`src/rtl/strip_frame_decoder.sv`:
```
// Oversampling decoder for the two-wire LED strip stream: locks onto the zero
// start frame and reports each 32-bit LED frame as brightness/colour fields.
module strip_frame_decoder #(
   parameter int NUM_PIXELS  = 64,
   parameter int IDX_W       = 6,
   parameter int START_ZEROS = 32,
   parameter int SAMPLE_EDGE = 0
) (
   input  logic             clk,
   input  logic             reset,
   input  logic             led_clk,
   input  logic             led_data,
   output logic             pix_valid,
   output logic [IDX_W-1:0] pix_idx,
   output logic [4:0]       pix_bright,
   output logic [7:0]       pix_blue,
   output logic [7:0]       pix_green,
   output logic [7:0]       pix_red,
   output logic             frame_start,
   output logic             frame_done,
   output logic             frame_err
);

   localparam int ZR_W = $clog2(START_ZEROS + 1);
   localparam int PC_W = $clog2(NUM_PIXELS + 1);
   localparam logic [ZR_W-1:0] ZR_MAX  = ZR_W'(START_ZEROS);
   localparam logic [PC_W-1:0] PC_LAST = PC_W'(NUM_PIXELS - 1);

   typedef enum logic {HUNT = 1'b0, PIXEL = 1'b1} state_t;

   function automatic logic [ZR_W-1:0] zr_sat_inc(input logic [ZR_W-1:0] v);
      return (v >= ZR_MAX) ? ZR_MAX : v + ZR_W'(1);
   endfunction

   logic [2:0]       clk_sync_q, clk_sync_d;
   logic [1:0]       dat_sync_q, dat_sync_d;
   logic             bit_vld_q, bit_vld_d;
   logic             bit_q, bit_d;
   state_t           state_q, state_d;
   logic [ZR_W-1:0]  zero_run_q, zero_run_d;
   logic [4:0]       bit_cnt_q, bit_cnt_d;
   logic [PC_W-1:0]  pix_cnt_q, pix_cnt_d;
   // Header bits are checked on arrival, so only frame bits 3..30 are kept.
   logic [27:0]      sr_q, sr_d;
   logic             pix_valid_q, pix_valid_d;
   logic [IDX_W-1:0] pix_idx_q, pix_idx_d;
   logic [4:0]       bright_q, bright_d;
   logic [7:0]       blue_q, blue_d;
   logic [7:0]       green_q, green_d;
   logic [7:0]       red_q, red_d;
   logic             frame_start_q, frame_start_d;
   logic             frame_done_q, frame_done_d;
   logic             frame_err_q, frame_err_d;

   // Stage 0/1: synchronisers, edge detect and registered sample
   always_comb begin
      clk_sync_d = {clk_sync_q[1:0], led_clk};
      dat_sync_d = {dat_sync_q[0], led_data};
      if (SAMPLE_EDGE != 0) begin
         bit_vld_d = clk_sync_q[1] & ~clk_sync_q[2];
      end else begin
         bit_vld_d = ~clk_sync_q[1] & clk_sync_q[2];
      end
      bit_d = dat_sync_q[1];
   end

   // Stage 2: framing FSM and output registers
   always_comb begin
      state_d       = state_q;
      zero_run_d    = zero_run_q;
      bit_cnt_d     = bit_cnt_q;
      pix_cnt_d     = pix_cnt_q;
      sr_d          = sr_q;
      pix_valid_d   = 1'b0;
      frame_start_d = 1'b0;
      frame_done_d  = 1'b0;
      frame_err_d   = 1'b0;
      pix_idx_d     = pix_idx_q;
      bright_d      = bright_q;
      blue_d        = blue_q;
      green_d       = green_q;
      red_d         = red_q;
      if (bit_vld_q) begin
         sr_d = {sr_q[26:0], bit_q};
         case (state_q)
            HUNT: begin
               if (!bit_q) begin
                  zero_run_d = zr_sat_inc(zero_run_q);
               end else if (zero_run_q == ZR_MAX) begin
                  state_d       = PIXEL;
                  bit_cnt_d     = 5'd1;
                  pix_cnt_d     = '0;
                  zero_run_d    = '0;
                  frame_start_d = 1'b1;
               end else begin
                  zero_run_d = '0;
               end
            end
            PIXEL: begin
               if (bit_cnt_q < 5'd3 && !bit_q) begin
                  // The offending zero already counts toward the next start run.
                  frame_err_d = 1'b1;
                  state_d     = HUNT;
                  zero_run_d  = ZR_W'(1);
               end else if (bit_cnt_q == 5'd31) begin
                  pix_valid_d = 1'b1;
                  pix_idx_d   = IDX_W'(pix_cnt_q);
                  bright_d    = sr_q[27:23];
                  blue_d      = sr_q[22:15];
                  green_d     = sr_q[14:7];
                  red_d       = {sr_q[6:0], bit_q};
                  bit_cnt_d   = '0;
                  if (pix_cnt_q == PC_LAST) begin
                     frame_done_d = 1'b1;
                     state_d      = HUNT;
                     zero_run_d   = '0;
                  end else begin
                     pix_cnt_d = pix_cnt_q + PC_W'(1);
                  end
               end else begin
                  bit_cnt_d = bit_cnt_q + 5'd1;
               end
            end
            default: state_d = HUNT;
         endcase
      end
   end

   always_ff @(posedge clk or posedge reset) begin
      if (reset) begin
         clk_sync_q    <= '0;
         dat_sync_q    <= '0;
         bit_vld_q     <= 1'b0;
         bit_q         <= 1'b0;
         state_q       <= HUNT;
         zero_run_q    <= '0;
         bit_cnt_q     <= '0;
         pix_cnt_q     <= '0;
         sr_q          <= '0;
         pix_valid_q   <= 1'b0;
         pix_idx_q     <= '0;
         bright_q      <= '0;
         blue_q        <= '0;
         green_q       <= '0;
         red_q         <= '0;
         frame_start_q <= 1'b0;
         frame_done_q  <= 1'b0;
         frame_err_q   <= 1'b0;
      end else begin
         clk_sync_q    <= clk_sync_d;
         dat_sync_q    <= dat_sync_d;
         bit_vld_q     <= bit_vld_d;
         bit_q         <= bit_d;
         state_q       <= state_d;
         zero_run_q    <= zero_run_d;
         bit_cnt_q     <= bit_cnt_d;
         pix_cnt_q     <= pix_cnt_d;
         sr_q          <= sr_d;
         pix_valid_q   <= pix_valid_d;
         pix_idx_q     <= pix_idx_d;
         bright_q      <= bright_d;
         blue_q        <= blue_d;
         green_q       <= green_d;
         red_q         <= red_d;
         frame_start_q <= frame_start_d;
         frame_done_q  <= frame_done_d;
         frame_err_q   <= frame_err_d;
      end
   end

   assign pix_valid   = pix_valid_q;
   assign pix_idx     = pix_idx_q;
   assign pix_bright  = bright_q;
   assign pix_blue    = blue_q;
   assign pix_green   = green_q;
   assign pix_red     = red_q;
   assign frame_start = frame_start_q;
   assign frame_done  = frame_done_q;
   assign frame_err   = frame_err_q;

endmodule
```
`config.mk`:
```
export PLATFORM = sky130hd
export DESIGN_NAME = strip_frame_decoder
export DESIGN_NICKNAME = d
export VERILOG_FILES = /design/src/rtl/strip_frame_decoder.sv
export SDC_FILE = /design/constraint.sdc
export NUM_CORES = 1
export LEC_CHECK = 0
export CORE_MARGIN = 2
export CORE_UTILIZATION = 55
export DETAILED_ROUTE_END_ITERATION = 10
export HOLD_SLACK_MARGIN = 0.1
export PLACE_DENSITY = 0.78
export SETUP_SLACK_MARGIN = 0.02
export SYNTH_ARGS = -nofsm -noshare
export SYNTH_HDL_FRONTEND = slang
export SYNTH_SLANG_ARGS = --single-unit
```
`constraint.sdc`:
```
create_clock -name clk -period 3.6 [get_ports clk]
set_input_delay 0.72 -clock clk [delete_from_list [all_inputs] [get_ports clk]]
set_output_delay 0.72 -clock clk [all_outputs]
set_load 0.05 [all_outputs]
```
# After elaboration in Yosys (flattened, before gate mapping)
# Index checks and enable logic that the tools add are counted.
totals:
  input_bits: 4
  out_inout_bits: 39
  ff_bits: 93
  word_cells: 80
classes:
  n_lt_le_gt_ge: 2
  bitwise_logic: 4
  n_addsub: 3
  n_eq_ne: 10
  n_mux: 37
  reduce_logical: 6
ops:
  columns: ["cell", "count"]
  rows:
  - ["$mux 7", 5]
  - ["$mux 6", 5]
  - ["$mux 5", 4]
  - ["$mux 1", 19]
  - ["$pmux 7 s2", 1]
  - ["$pmux 6 s2", 1]
  - ["$pmux 5 s2", 1]
  - ["$ne 2x2->1 const B", 4]
  - ["$reduce_and 4->1", 2]
  - ["$add 7x1->7 const B", 1]
  - ["$eq 7x6->1 const B", 1]
  - ["$add 6x1->6 const B", 1]
  - ["$eq 6x6->1 const B", 1]
  - ["$ge 6x6->1 const B", 1]
  - ["$ne 3x1->1 const B", 2]
  - ["$reduce_and 6->1", 1]
  - ["$add 5x1->5 const B", 1]
  - ["$eq 5x5->1 const B", 1]
  - ["$lt 5x2->1 const B", 1]
  - ["$not 1->1", 3]
  - ["$reduce_and 3->1", 1]
  - ["$ne 2x1->1 const B", 1]
  - ["$pmux 1 s2", 1]
  - ["$and 1x1->1", 1]
  - ["2 further kinds", 2]

# Logic depth before layout (Yosys ltp)
logic_depth:
  depth_word: 6
  mapped_depth: 9
  depth_no_buf: 8

# Least setup slack after synthesis
# Ideal clock, no wire load.
synth_path:
  path_type: "reg-to-reg"
  from: "register bit_cnt_q[0]"
  to: "register zero_run_q[0]"
  stages_incl_launch_ff: 8
  arrival_ps: 1774
  t_required_ps: 3472
  path_buffers: 0
  setup_ps: 128
  synth_period_minus_slack_ps: 1902
  path_slack_ps: 1698
  cell_sequence: "dfrtp_1 > ha_1 > and3_1 > ha_1 > nand3b_1 > o22ai_2 > o21ai_2 > mux2_1"
synth_via:
  elab_chain_cells: 4
  word_cells_on_any_way: 8
  cone_classes: "1 x order compare; 3 x eq/ne; 2 x mux; 2 x reduce/logical"
synth_rtl:
  columns: ["item", "line", "text"]
  rows:
  - ["from (decl)", "41", "logic [4:0] bit_cnt_q, bit_cnt_d;"]
  - ["from (signal assigned)", "156", "bit_cnt_q <= bit_cnt_d;"]
  - ["$lt 5x2->1", "100", "if (bit_cnt_q < 5'd3 && !bit_q) begin"]
  - ["$logic_and 1x1->1", "100", null]
  - ["$ne 3x1->1 (no line) or $mux 6 (tied branches)", null, null]
  - ["$reduce_and 3->1 (no line) or $pmux 6 s2 (tied branches)", null, null]
  - ["to (signal assigned)", "155", "zero_run_q <= zero_run_d;"]
  - ["to (decl)", "40", "logic [ZR_W-1:0] zero_run_q, zero_run_d;"]
# Parallel ways exist; a longest one is shown, timed or not.
# A chain may end at the register's enable or synchronous reset.

# Worst setup path in the final report
layout_path:
  from: "register bit_cnt_q[0]"
  to: "register pix_cnt_q[1]"
layout_via:
  elab_chain_cells: 4
  word_cells_on_any_way: 6
  cone_classes: "1 x order compare; 3 x eq/ne; 2 x reduce/logical"
layout_rtl:
  columns: ["item", "line", "text"]
  rows:
  - ["$lt 5x2->1", "100", null]
  - ["$logic_and 1x1->1", "100", null]
  - ["$ne 2x2->1 (no line)", null, null]
  - ["$reduce_and 6->1 (no line) (*)", null, null]
  - ["to (signal assigned)", "157", "pix_cnt_q <= pix_cnt_d;"]
  - ["to (decl)", "42", "logic [PC_W-1:0] pix_cnt_q, pix_cnt_d;"]
# Every way passes the cells marked *; elsewhere a longest branch is shown, timed or not.

==> impl_metrics.ini <==
[global_routing]
gr-usage-met2_pct = 32.6
antenna_found_initial = 0
grt_max_degree = 44
grt.met1_usage_pct = 29.1
overflow = 0
grt_usage_pct = 21.0
grt_pass1_wl_mm = 12.3
grt_use_met3_pct = 3.13
busiest_layer = met2
grt_pass1_vias = 2640

[finish]
register_area_sq_mm = 0.00233
multi_input_area_sq_mm = 0.00136
final_common_cell = nand2_1
fill_cells = 528
n_antenna_cell = 0
area_growth_syn_to_layout_pct = 17.5
finalNetCount = 392
layout_common_cells = 104 x nand2_1, 93 x dfrtp_1, 42 x clkdlybuf4s50_1, 29 x mux2_2, 11 x nand3_1
drive_gt1_share_pct = 16.0

[synth]
synth-seq-cells = 93
ys_warn_count = 0
yosysSeqAreaShare_pct = 61.0
synth_cells = 338
syn-num-nets = 347
synth_cell_types = 47
avgSynthCellArea_sq_um = 11.3
syn_area_sq_mm = 0.00382

[timing]
setup_tns_ps = 0
fmax_ghz = 0.432
hold_ws_ps = 364
worst_slew_pin_slew_ps = 716
fin_crit_sh_pct = 64.2
clock_skew_ps = 11.0
grt_setup_unrepaired = no
setup_viol_count_final = 0
slew_headroom_pct = 52.2
final_max_slew_viol_count = 0
hold_viol = 0
period_needed_ps = 2310

[pwr]
p_leak_nw = 2.19
powerDensity_mw_per_mm2 = 474
vdd_drop_max_uv = 303

[placement]
dp_hpwl_mm = 4.67
place_congestion = 0.831
portBuffers = 42

[clock_tree]
cts_num_sinks = 93
numCtsBuffers = 9
cts_root_buffer = clkbuf_8
cts.clk_slew.worst_paths_ps = 90
cts_setup_buffers = 0
clk_latency_ps = 360
cts_tree = built
cts.repair.resized = 0
htreeDepth = 3
clockBufferDepth = 2
postCtsHoldBufs = 0

[critical_path]
critPathMaxFanout = 41
arrival_ps = 2560
cpMaxStageDelayCell = dfrtp_1
crit_family = adder cells
crit_path_frequent_cell = ha_1
end_kind = flop
worstPathRequired_ps = 3850
cp_num_buf_inv = 1
cp_cell_sequence = ha_1 -> and3_1 -> ha_1 -> nand3_1 -> a21o_2 -> buf_4 -> nor2_1 -> a221o_1
path_class = flop to flop
cpPeakStageDelay_ps = 470
start_kind = flop

[routing]
ant_nets = 0
vias = 2582
drt_iter0_markers = 114
first_pass_iters = 4
detail_route.wl_per_cell_um = 15.1
wl_mm = 7.06
drc = 0
vias_per_cell = 5.52

[flow_run]
cap_violations = 0

[worst_hold_path]
hold_path.class = flop to flop

[floorplanning]
ioPinCount = 43
die_y_um = 87.3
start_util_pct = 56.5
chipWidth_um = 87.3
die-area_sq_mm = 0.00762
rows = 30
core_area_sq_mm = 0.00676

[outcome]
status = complete, no violations
## metrics by stage
step                power (mW)  instances  setup slack (ps)  cell area, sq um  util, %
floorplan                 1.38        338               460              3820        -
global placement          1.42        452              1410              4280     63.3
detailed placement        1.43        452              1320              4280     63.3
CTS                       2.14        468              1300              4490     66.4
global route              2.22        468              1170              4490     66.4
finish                    2.13        468              1290              4490     66.4
## registers in the layout, summed over array words and instances (netlist names), 2 cells and up
register and cells:
bit_cnt_q 5, clk_sync_q 3, dat_sync_q 2, pix_red 8, pix_green 8, pix_cnt_q 7
pix_bright 5, sr_q 28, zero_run_q 6, pix_idx 6, pix_blue 8
## worst paths after layout
| kind | endpoint | slack [ps] | cells past startpoint | from |
|---|---|---|---|---|
| setup / recovery | pix_cnt_q[1] | 1290 | 8 | bit_cnt_q[0] |
| hold / removal | dat_sync_q[1] | 360 | 0 | dat_sync_q[0] |
| setup reg to reg | pix_cnt_q[1] | 1290 | 8 | bit_cnt_q[0] |
| hold reg to reg | dat_sync_q[1] | 360 | 0 | dat_sync_q[0] |
| max in group asynchronous | zero_run_q[1] | 2080 | 3 | reset |
| min in group asynchronous | dat_sync_q[0] | 770 | 2 | reset |
## cells in the mapped netlist, drive strengths merged
master	instances	area (sq um)
dfrtp	93	2330
a21o	4	33.8
o22ai	3	25.0
a2111oi	1	15.0
or3	2	12.5
nor3b	2	15.0
nand2b	1	6.26
nand3	11	55.1
a2bb2oi	1	8.76
a32o	1	10.0
a21boi	1	7.51
nor2b	1	6.26
o2111ai	2	17.5
inv	10	37.5
o21ai	9	48.8
o211ai	3	22.5
mux2	30	338
clkbuf	4	15.0
nand2	104	390
and4b	1	10.0
o31ai	3	22.5
and3	6	37.5
a221o	2	20.0
a211o	1	8.76
a21oi	7	38.8
nor2	5	18.8
o22a	2	18.8
and2	1	6.26
a2111o	1	11.3
mux2i	1	10.0
nor3	3	15.0
buf	9	82.6
ha	5	62.6
nand3b	1	7.51
a211oi	1	7.51
a22o	2	17.5
and2b	2	17.5
nand4	2	12.5
## cell families (layout without fill, tap and decap cells)
logic type | count (synthesis) | count (layout) | share of synthesized area (%)
simple gates | 142 | 142 | 16.0
fa+ha+maj | 5 | 5 | 1.64
buf+inv | 23 | 73 | 3.54
compound gates | 44 | 44 | 8.75
mux | 31 | 31 | 9.11
flops | 93 | 93 | 61.0
## metal layers
| layer | part of all wire (%) | routed length (um) |
|---|---|---|
| met1 | 47 | 3310 |
| met4 | 2.1 | 148 |
| met2 | 47 | 3320 |
| met3 | 3.8 | 270 |
| met5 | 0 | 0 |
## power breakdown
part,internal (mW),switching (mW)
Combinational,0.105,0.0734
Sequential,1.14,0.0872
Clock,0.346,0.369
## layout make-up
type                       count  share of cell area [%]
sequential                    93                    51.9
multi-input combinational    222                    30.2
timing repair buffer          47                    10.2
clock buffer                  10                    3.07
tap                           80                    2.23
clock inverter                 6                    1.56
inverter                      10                   0.864
Note: power is estimated with default switching activity, not from simulation.
